File: src/rtl/fsm_arb_pkg.sv
// Shared types and constants for the design_fsm start arbiter.
package fsm_arb_pkg;

    typedef logic [1:0] fsm_state_t;

    localparam fsm_state_t FSM_IDLE = 2'b00;

    typedef enum logic [2:0] {
        ARB,
        START,
        WAIT_BUSY,
        WAIT_DONE,
        RELEASE
    } arb_state_t;

endpackage

File: src/rtl/rr_picker.sv
// Combinational round-robin picker: first set request at or above ptr, wrapping.
module rr_picker #(
    parameter int unsigned REQ_N = 4,
    parameter int unsigned IDX_W = $clog2(REQ_N)
) (
    input  logic [REQ_N-1:0] req,
    input  logic [IDX_W-1:0] ptr,
    output logic [REQ_N-1:0] pick,
    output logic [IDX_W-1:0] idx
);

    logic             found;
    logic [IDX_W-1:0] cand;

    always_comb begin
        pick  = '0;
        idx   = '0;
        found = 1'b0;
        cand  = '0;
        for (int unsigned i = 0; i < REQ_N; i++) begin
            cand = IDX_W'((int'(ptr) + i) % REQ_N);
            if (!found && req[cand]) begin
                found      = 1'b1;
                pick[cand] = 1'b1;
                idx        = cand;
            end
        end
    end

endmodule

File: src/rtl/fsm_start_arbiter.sv
// Round-robin owner of the single design_fsm: pulses start_fsm, tracks cs_fsm through
// one busy period and reports completion (or timeout) to the granted requester.
module fsm_start_arbiter
    import fsm_arb_pkg::*;
#(
    parameter int unsigned REQ_N   = 4,
    parameter int unsigned TIMEOUT = 16
) (
    input  logic                     clk,
    input  logic                     rst_n,
    input  logic [REQ_N-1:0]         req,
    output logic [REQ_N-1:0]         gnt,
    output logic [REQ_N-1:0]         done,
    output logic [$clog2(REQ_N)-1:0] owner,
    output logic                     busy,
    output logic                     start_fsm,
    input  fsm_state_t               cs_fsm,
    input  logic                     clr_err,
    output logic                     timeout_err
);

    localparam int unsigned IDX_W = $clog2(REQ_N);
    localparam int unsigned CNT_W = $clog2(TIMEOUT);
    localparam logic [CNT_W-1:0] CNT_LAST = CNT_W'(TIMEOUT - 1);

    arb_state_t       state_q, state_d;
    logic [IDX_W-1:0] owner_q, owner_d;
    logic [REQ_N-1:0] sel_q, sel_d;
    logic [IDX_W-1:0] ptr_q, ptr_d;
    logic [CNT_W-1:0] cnt_q, cnt_d;
    logic             err_q, err_d;
    logic             timeout_hit;

    logic [REQ_N-1:0] pick;
    logic [IDX_W-1:0] pick_idx;

    rr_picker #(
        .REQ_N (REQ_N),
        .IDX_W (IDX_W)
    ) u_picker (
        .req  (req),
        .ptr  (ptr_q),
        .pick (pick),
        .idx  (pick_idx)
    );

    always_ff @(posedge clk or negedge rst_n) begin
        if (!rst_n) begin
            state_q <= ARB;
            owner_q <= '0;
            sel_q   <= '0;
            ptr_q   <= '0;
            cnt_q   <= '0;
            err_q   <= 1'b0;
        end else begin
            state_q <= state_d;
            owner_q <= owner_d;
            sel_q   <= sel_d;
            ptr_q   <= ptr_d;
            cnt_q   <= cnt_d;
            err_q   <= err_d;
        end
    end

    always_comb begin
        state_d     = state_q;
        owner_d     = owner_q;
        sel_d       = sel_q;
        ptr_d       = ptr_q;
        cnt_d       = cnt_q;
        timeout_hit = 1'b0;

        unique case (state_q)
            ARB: begin
                if (|req) begin
                    owner_d = pick_idx;
                    sel_d   = pick;
                    state_d = START;
                end
            end
            START: begin
                cnt_d   = '0;
                state_d = WAIT_BUSY;
            end
            WAIT_BUSY: begin
                if (cs_fsm != FSM_IDLE) begin
                    cnt_d   = '0;
                    state_d = WAIT_DONE;
                end else if (cnt_q == CNT_LAST) begin
                    timeout_hit = 1'b1;
                    state_d     = RELEASE;
                end else if (cnt_q != '1) begin
                    cnt_d = cnt_q + CNT_W'(1);
                end
            end
            WAIT_DONE: begin
                if (cs_fsm == FSM_IDLE) begin
                    state_d = RELEASE;
                end else if (cnt_q == CNT_LAST) begin
                    timeout_hit = 1'b1;
                    state_d     = RELEASE;
                end else if (cnt_q != '1) begin
                    cnt_d = cnt_q + CNT_W'(1);
                end
            end
            RELEASE: begin
                ptr_d   = (owner_q == IDX_W'(REQ_N - 1)) ? '0 : owner_q + IDX_W'(1);
                state_d = ARB;
            end
            default: state_d = ARB;
        endcase

        // A timeout on the same edge as clr_err must stay visible.
        if (timeout_hit) begin
            err_d = 1'b1;
        end else if (clr_err) begin
            err_d = 1'b0;
        end else begin
            err_d = err_q;
        end
    end

    // Outputs decode straight from state so an async reset drops them immediately.
    always_comb begin
        gnt         = (state_q == START || state_q == WAIT_BUSY || state_q == WAIT_DONE) ?
                      sel_q : '0;
        done        = (state_q == RELEASE) ? sel_q : '0;
        start_fsm   = (state_q == START);
        busy        = (state_q != ARB);
        owner       = owner_q;
        timeout_err = err_q;
    end

endmodule
File: config.mk
export PLATFORM = sky130hd
export DESIGN_NAME = fsm_start_arbiter
export DESIGN_NICKNAME = d
export VERILOG_FILES = /design/src/rtl/fsm_arb_pkg.sv /design/src/rtl/rr_picker.sv /design/src/rtl/fsm_start_arbiter.sv
export SDC_FILE = /design/constraint.sdc
export NUM_CORES = 1
export LEC_CHECK = 0
export CORE_UTILIZATION = 37
export DETAILED_ROUTE_END_ITERATION = 12
export HOLD_SLACK_MARGIN = 0.06
export PLACE_DENSITY = 0.61
export SYNTH_ARGS = -nofsm -noshare
export SYNTH_HDL_FRONTEND = slang
export SYNTH_SLANG_ARGS = --single-unit
File: constraint.sdc
create_clock -name clk -period 2.4 [get_ports clk]
set_input_delay 0.24 -clock clk [delete_from_list [all_inputs] [get_ports clk]]
set_output_delay 0.24 -clock clk [all_outputs]
set_load 0.01 [all_outputs]
# ---- Word-level counts from Yosys, hierarchy flattened
# Cells that the tools add are included.
dict set report word_totals {
  register_bits 16
  output_inout_bits 13
  wordCells 98
}
dict set report op_classes {
  muxes 46
  reduce_logical 21
  add_sub_neg 5
  n_lt_le_gt_ge 8
  bitwise 3
  n_eq_ne 9
}
# cell n
set op_table {}
lappend op_table {{two-way mux 4 bit} 10}
lappend op_table {{two-way mux 1 bit} 16}
lappend op_table {{< comparator 2 x 3 -> 1 bit, second input constant} 4}
lappend op_table {{two-way mux 3 bit} 4}
lappend op_table {{OR 4 bit} 3}
lappend op_table {{case mux 3 bit (4 select lines)} 1}
lappend op_table {{case mux 4 bit (3 select lines)} 1}
lappend op_table {{two-way mux 2 bit} 5}
lappend op_table {{binary-select mux 1 bit (select 2 bit)} 4}
lappend op_table {{demux 1 bit (select 2 bit)} 4}
lappend op_table {{>= comparator 2 x 1 -> 1 bit, second input constant} 4}
lappend op_table {{logical AND 1 bit} 7}
lappend op_table {{equality test 3 x 2 -> 1 bit, second input constant} 2}
lappend op_table {{nonzero test 3 bit} 2}
lappend op_table {{adder 2 x 1 -> 2 bit, second input constant} 2}
lappend op_table {{adder 2 bit, second input constant} 2}
lappend op_table {{adder 4 x 1 -> 4 bit, second input constant} 1}
lappend op_table {{equality test 4 bit, second input constant} 1}
lappend op_table {{inequality test 2 bit, second input constant} 2}
lappend op_table {{inequality test 4 bit, second input constant} 1}
lappend op_table {{AND reduction 2 bit} 2}
lappend op_table {{nonzero test 2 bit} 2}
lappend op_table {{OR reduction 4 bit} 1}
lappend op_table {{equality test 3 x 1 -> 1 bit, second input constant} 1}
lappend op_table {{7 further kinds} 10}

# ---- Depth between registers and ports, before layout
dict set report logic_depth {
  ltp_word 12
  depth_mapped 7
}

# ---- Cells and area by module
# A second synthesis with hierarchy kept.
dict set report unflattened {
  hier_cells 140
  area_unflattened_um2 1330.0
}
# mod cells_per_inst area_per_inst_um2 n_inst
set by_module_without_submodules {}
lappend by_module_without_submodules {fsm_start_arbiter 75 840.8 1}
lappend by_module_without_submodules {rr_picker 65 489.2 1}

# ---- Worst setup path after synthesis
# No wires, ideal clock.
dict set report synth_path {
  path_type {register to register}
  startpoint {register ptr_q[1]}
  endpoint {register sel_q[0]}
  required_ns 2.269
  arrival_ns 2.344
  setup_slack_ns -0.075
  synth_period_minus_slack_ns 2.475
  stages_incl_launch_ff 8
  setup_ns 0.131
  path_cell_list {dfrtp_1 clkbuf_1 inv_1 ha_1 mux4_1 and2b_2 a221oi_1 a31oi_1}
}
dict set report synth_via {
  elab_chain_cells 12
}
# element line
set synth_rtl {}
lappend synth_rtl {{start: declaration} fsm_start_arbiter.sv:29} ;# logic [IDX_W-1:0] ptr_q, ptr_d;
lappend synth_rtl {{start signal: assignment} fsm_start_arbiter.sv:59} ;# ptr_q <= ptr_d;
lappend synth_rtl {{branches (longest 11 deep; another with < comparator 2 x 3 -> 1 bit)} n/a}
lappend synth_rtl {{two-way mux 4 bit (*)} rr_picker.sv:22} ;# if (!found && req[cand]) begin
lappend synth_rtl {{end signal: assignment} fsm_start_arbiter.sv:58} ;# sel_q <= sel_d;
lappend synth_rtl {{end: declaration} fsm_start_arbiter.sv:28} ;# logic [REQ_N-1:0] sel_q, sel_d;
# Every way passes the cells marked *. The select of a mux whose other input is x is not followed.
# A chain may end at the register's enable or synchronous reset.

# ---- Final worst setup path
dict set report layout_path {
  startpoint {register ptr_q[1]}
  endpoint {register sel_q[1]}
}
# Same word-level chain as after synthesis.

==> out/qor.yml <==
run_status:
  outcome: "finished, final reports clean"
layout:
  nFillCells: 319
  instances_no_fill: 198
  fin_nets: 171
  drive_above_1_share: 0.0909
  syn_to_final_growth_pct: 24.1
  fin_area_sq_um: 1530
  diodes: 0
  post-route-util: 0.494
power:
  power.switching_mw: 0.745
  p_leak_nw: 0.627
  internal-power_mw: 1.00
  swShare: 0.427
  peakVddDrop_mv: 0.418
  power_density_nw_per_um2: 1140
  pwr-share-comb: 0.602
  seqPwrFrac: 0.291
  pwr-share-clk: 0.107
clocking:
  cts_sinks: 16
  cts_hold_buf: 0
  clockBufferDepth: 2
  clkTransAtPathRegs_ps: 110
  cts_tree: "built"
  htree_levels: 1
  cts_root_buffer: "clkbuf_4"
  cts_made_buffers: 3
  clk_latency_ps: 290
placed_design:
  placed_area_sq_um: 1490
  place_hpwl_microns: 2090
  port_buffers: 21
  gp_congestion: 0.824
  place_inst: 194
yosys:
  postSynthAreaPerCell_sq_um: 9.37
  synth_cell_types: 39
  syn_nets: 148
  synthArstFlopShare: 1.00
  yosysTopAreaCell: "dfrtp_1"
  ys_seq_area_frac: 0.324
  synthTopCellsByCount: "dfrtp_1, nor2_1, nand2_1, ha_1, mux2i_1"
  synth_seq_cells: 16
  synth-edff-count: 0
  synth_top_area_share: 0.324
  synth_area_leaders: "dfrtp_1, ha_1, mux4_1"
  syn_area_sq_um: 1240
  synthCells: 132
  ys_warn_count: 0
  synthFlopType: "dfrtp_1"
run:
  drv_cap: 0
critical_path:
  reg2reg_slack_ps: 100
  crit_fanout: 6
  path_depth: 6
  cpPeakStageDelay_ps: 710
  reg2reg_depth: 6
  worst_path_max_delay_cell: "mux4_1"
  crit_buf_inv: 1
  cp_top_family: "multiplexers"
  cp.arrival_ps: 2470
  start_kind: "register"
  r2r-end: "sel_q[1]"
  crit_type: "register to register"
  worstSetupEndpointType: "register"
  rr_startpoint: "ptr_q[1]"
  crit_required_ps: 2580
  path_cells: "inv_1 > ha_1 > mux4_1 > and2b_2 > a221oi_1 > a31oi_1"
sta:
  hold_violations: 0
  rsz0062_at_grt: "false"
  fmax_mhz: 435
  relSlewSlack: 0.492
  fin_skew_ps: 12.5
  period_share: 0.957
  finalSetupViolations: 0
  slew_viol_final: 0
  worst_slew_pin_slew_ps: 759
  hold_slack_ps: 381
  fin_crit_ps: 2300
  setup-tns-final_ps: 0
detailed_routing:
  wl_per_cell_microns: 13.9
  wl_met3_microns: 114
  wl_met1_microns: 1350
  drtPass1Iterations: 5
  dr_wl_met2_microns: 1240
  route.detailed.drc: 0
  via_per_inst: 5.48
  vias: 1086
  final_antenna_net_count: 0
  first_iter_violations: 35
  wl_microns: 2750
  highest_layer: "met4"
floorplan:
  start_util: 0.398
  die_x_microns: 59.8
  pin_count: 22
  die_h_microns: 59.8
  die_area_sq_um: 3580
  coreArea_sq_um: 3100
  rows: 20
global_routing:
  track_usage: 0.179
  grt_overflow_total: 0
  grt_pass1_wl_microns: 4860
  grt_max_degree: 17
  antenna_found_initial: 0
  grt_pass1_vias: 1074
min_path:
  hp-class: "primary input to asynchronous set/reset pin"
-- metrics by stage --
| step | power, mW | setup slack [ps] |
|---|---|---|
| finish | 1.75 | 104 |
| global route | 1.90 | 5.70 |
| CTS | 1.75 | 100 |
| detailed placement | 1.56 | 95.0 |
| global placement | 1.53 | 213 |
| floorplan | 1.21 | 26.8 |
-- placed cells by master, fill, tap and decap left out, drive strengths merged, types with 2 or more instances in the layout --
cell	instances
a311oi	3
nand2	14
inv	4
nor2	16
nand2b	5
and3	5
nand3	2
and2	4
mux2i	6
clkdlybuf4s50	21
a31oi	5
o31ai	2
o21a	2
and2b	2
dfrtp	16
clkbuf	4
mux4	4
xnor2	2
ha	7
a22oi	2
o21ai	4
a221oi	5
buf	3
a21oi	3
-- what timing repair did --
action                     CTS  global route
buffers inserted             0             0
gates resized for setup      0             1
setup endpoints to repair    0             2
-- routing by layer --
layer  up-vias  global-route usage
li1        537                   -
met1       498               0.253
met2        45               0.278
met3         6              0.0195
met4         0              0.0698
met5         -                   0
-- layout make-up --
type | count | area, sq um | area share
clock buffer | 4 | 36.3 | 0.0237
inverter | 4 | 15.0 | 0.00979
multi-input combinational | 106 | 795 | 0.518
sequential | 16 | 400 | 0.261
tap | 44 | 55.1 | 0.0359
timing repair buffer | 24 | 233 | 0.152
-- power groups by stage --
stage	sequential (mW)	combinational [mW]	clock (mW)
after floorplan	0.463	0.747	0
after global placement	0.509	1.02	0
after detailed placement	0.517	1.04	0
after CTS	0.511	1.05	0.191
after global routing	0.537	1.16	0.204
final	0.509	1.05	0.187
-- kinds of logic (layout without fill, tap and decap cells) --
kind of cell | after synthesis | after routing | share of synthesized area
xor gates and xnor gates | 2 | 2 | 0.0142
buffers and inverters | 10 | 32 | 0.0374
DFF | 16 | 16 | 0.324
and+or+nand+nor | 54 | 54 | 0.228
adders and majority gates | 7 | 7 | 0.0708
muxes | 11 | 11 | 0.140
AOI/OAI and AO/OA | 32 | 32 | 0.186
-- state kept, by name, summed over array words and instances (netlist names) --
name and cells:
timeout_err 1, cnt_q 4, owner 2, sel_q 4
ptr_q 2, state_q 3
-- worst max path at each step --
stage | startpoint | endpoint | slack (ps)
2_1_floorplan | ptr_q[1] | sel_q[0] | 30
3_3_place_gp | req[2] | sel_q[3] | 210
3_5_place_dp | req[2] | sel_q[1] | 90
4_1_cts | ptr_q[1] | sel_q[1] | 100
5_1_grt | ptr_q[0] | sel_q[1] | 6
6_report | ptr_q[1] | sel_q[1] | 100
-- worst register-to-register path, stage by stage, from the launching register on --
cell	delay [ps]
dfrtp_1	370
inv_1	70
ha_1	320
mux4_1	710
and2b_2	290
a221oi_1	280
a31oi_1	140
(Power assumes the default switching activity.)
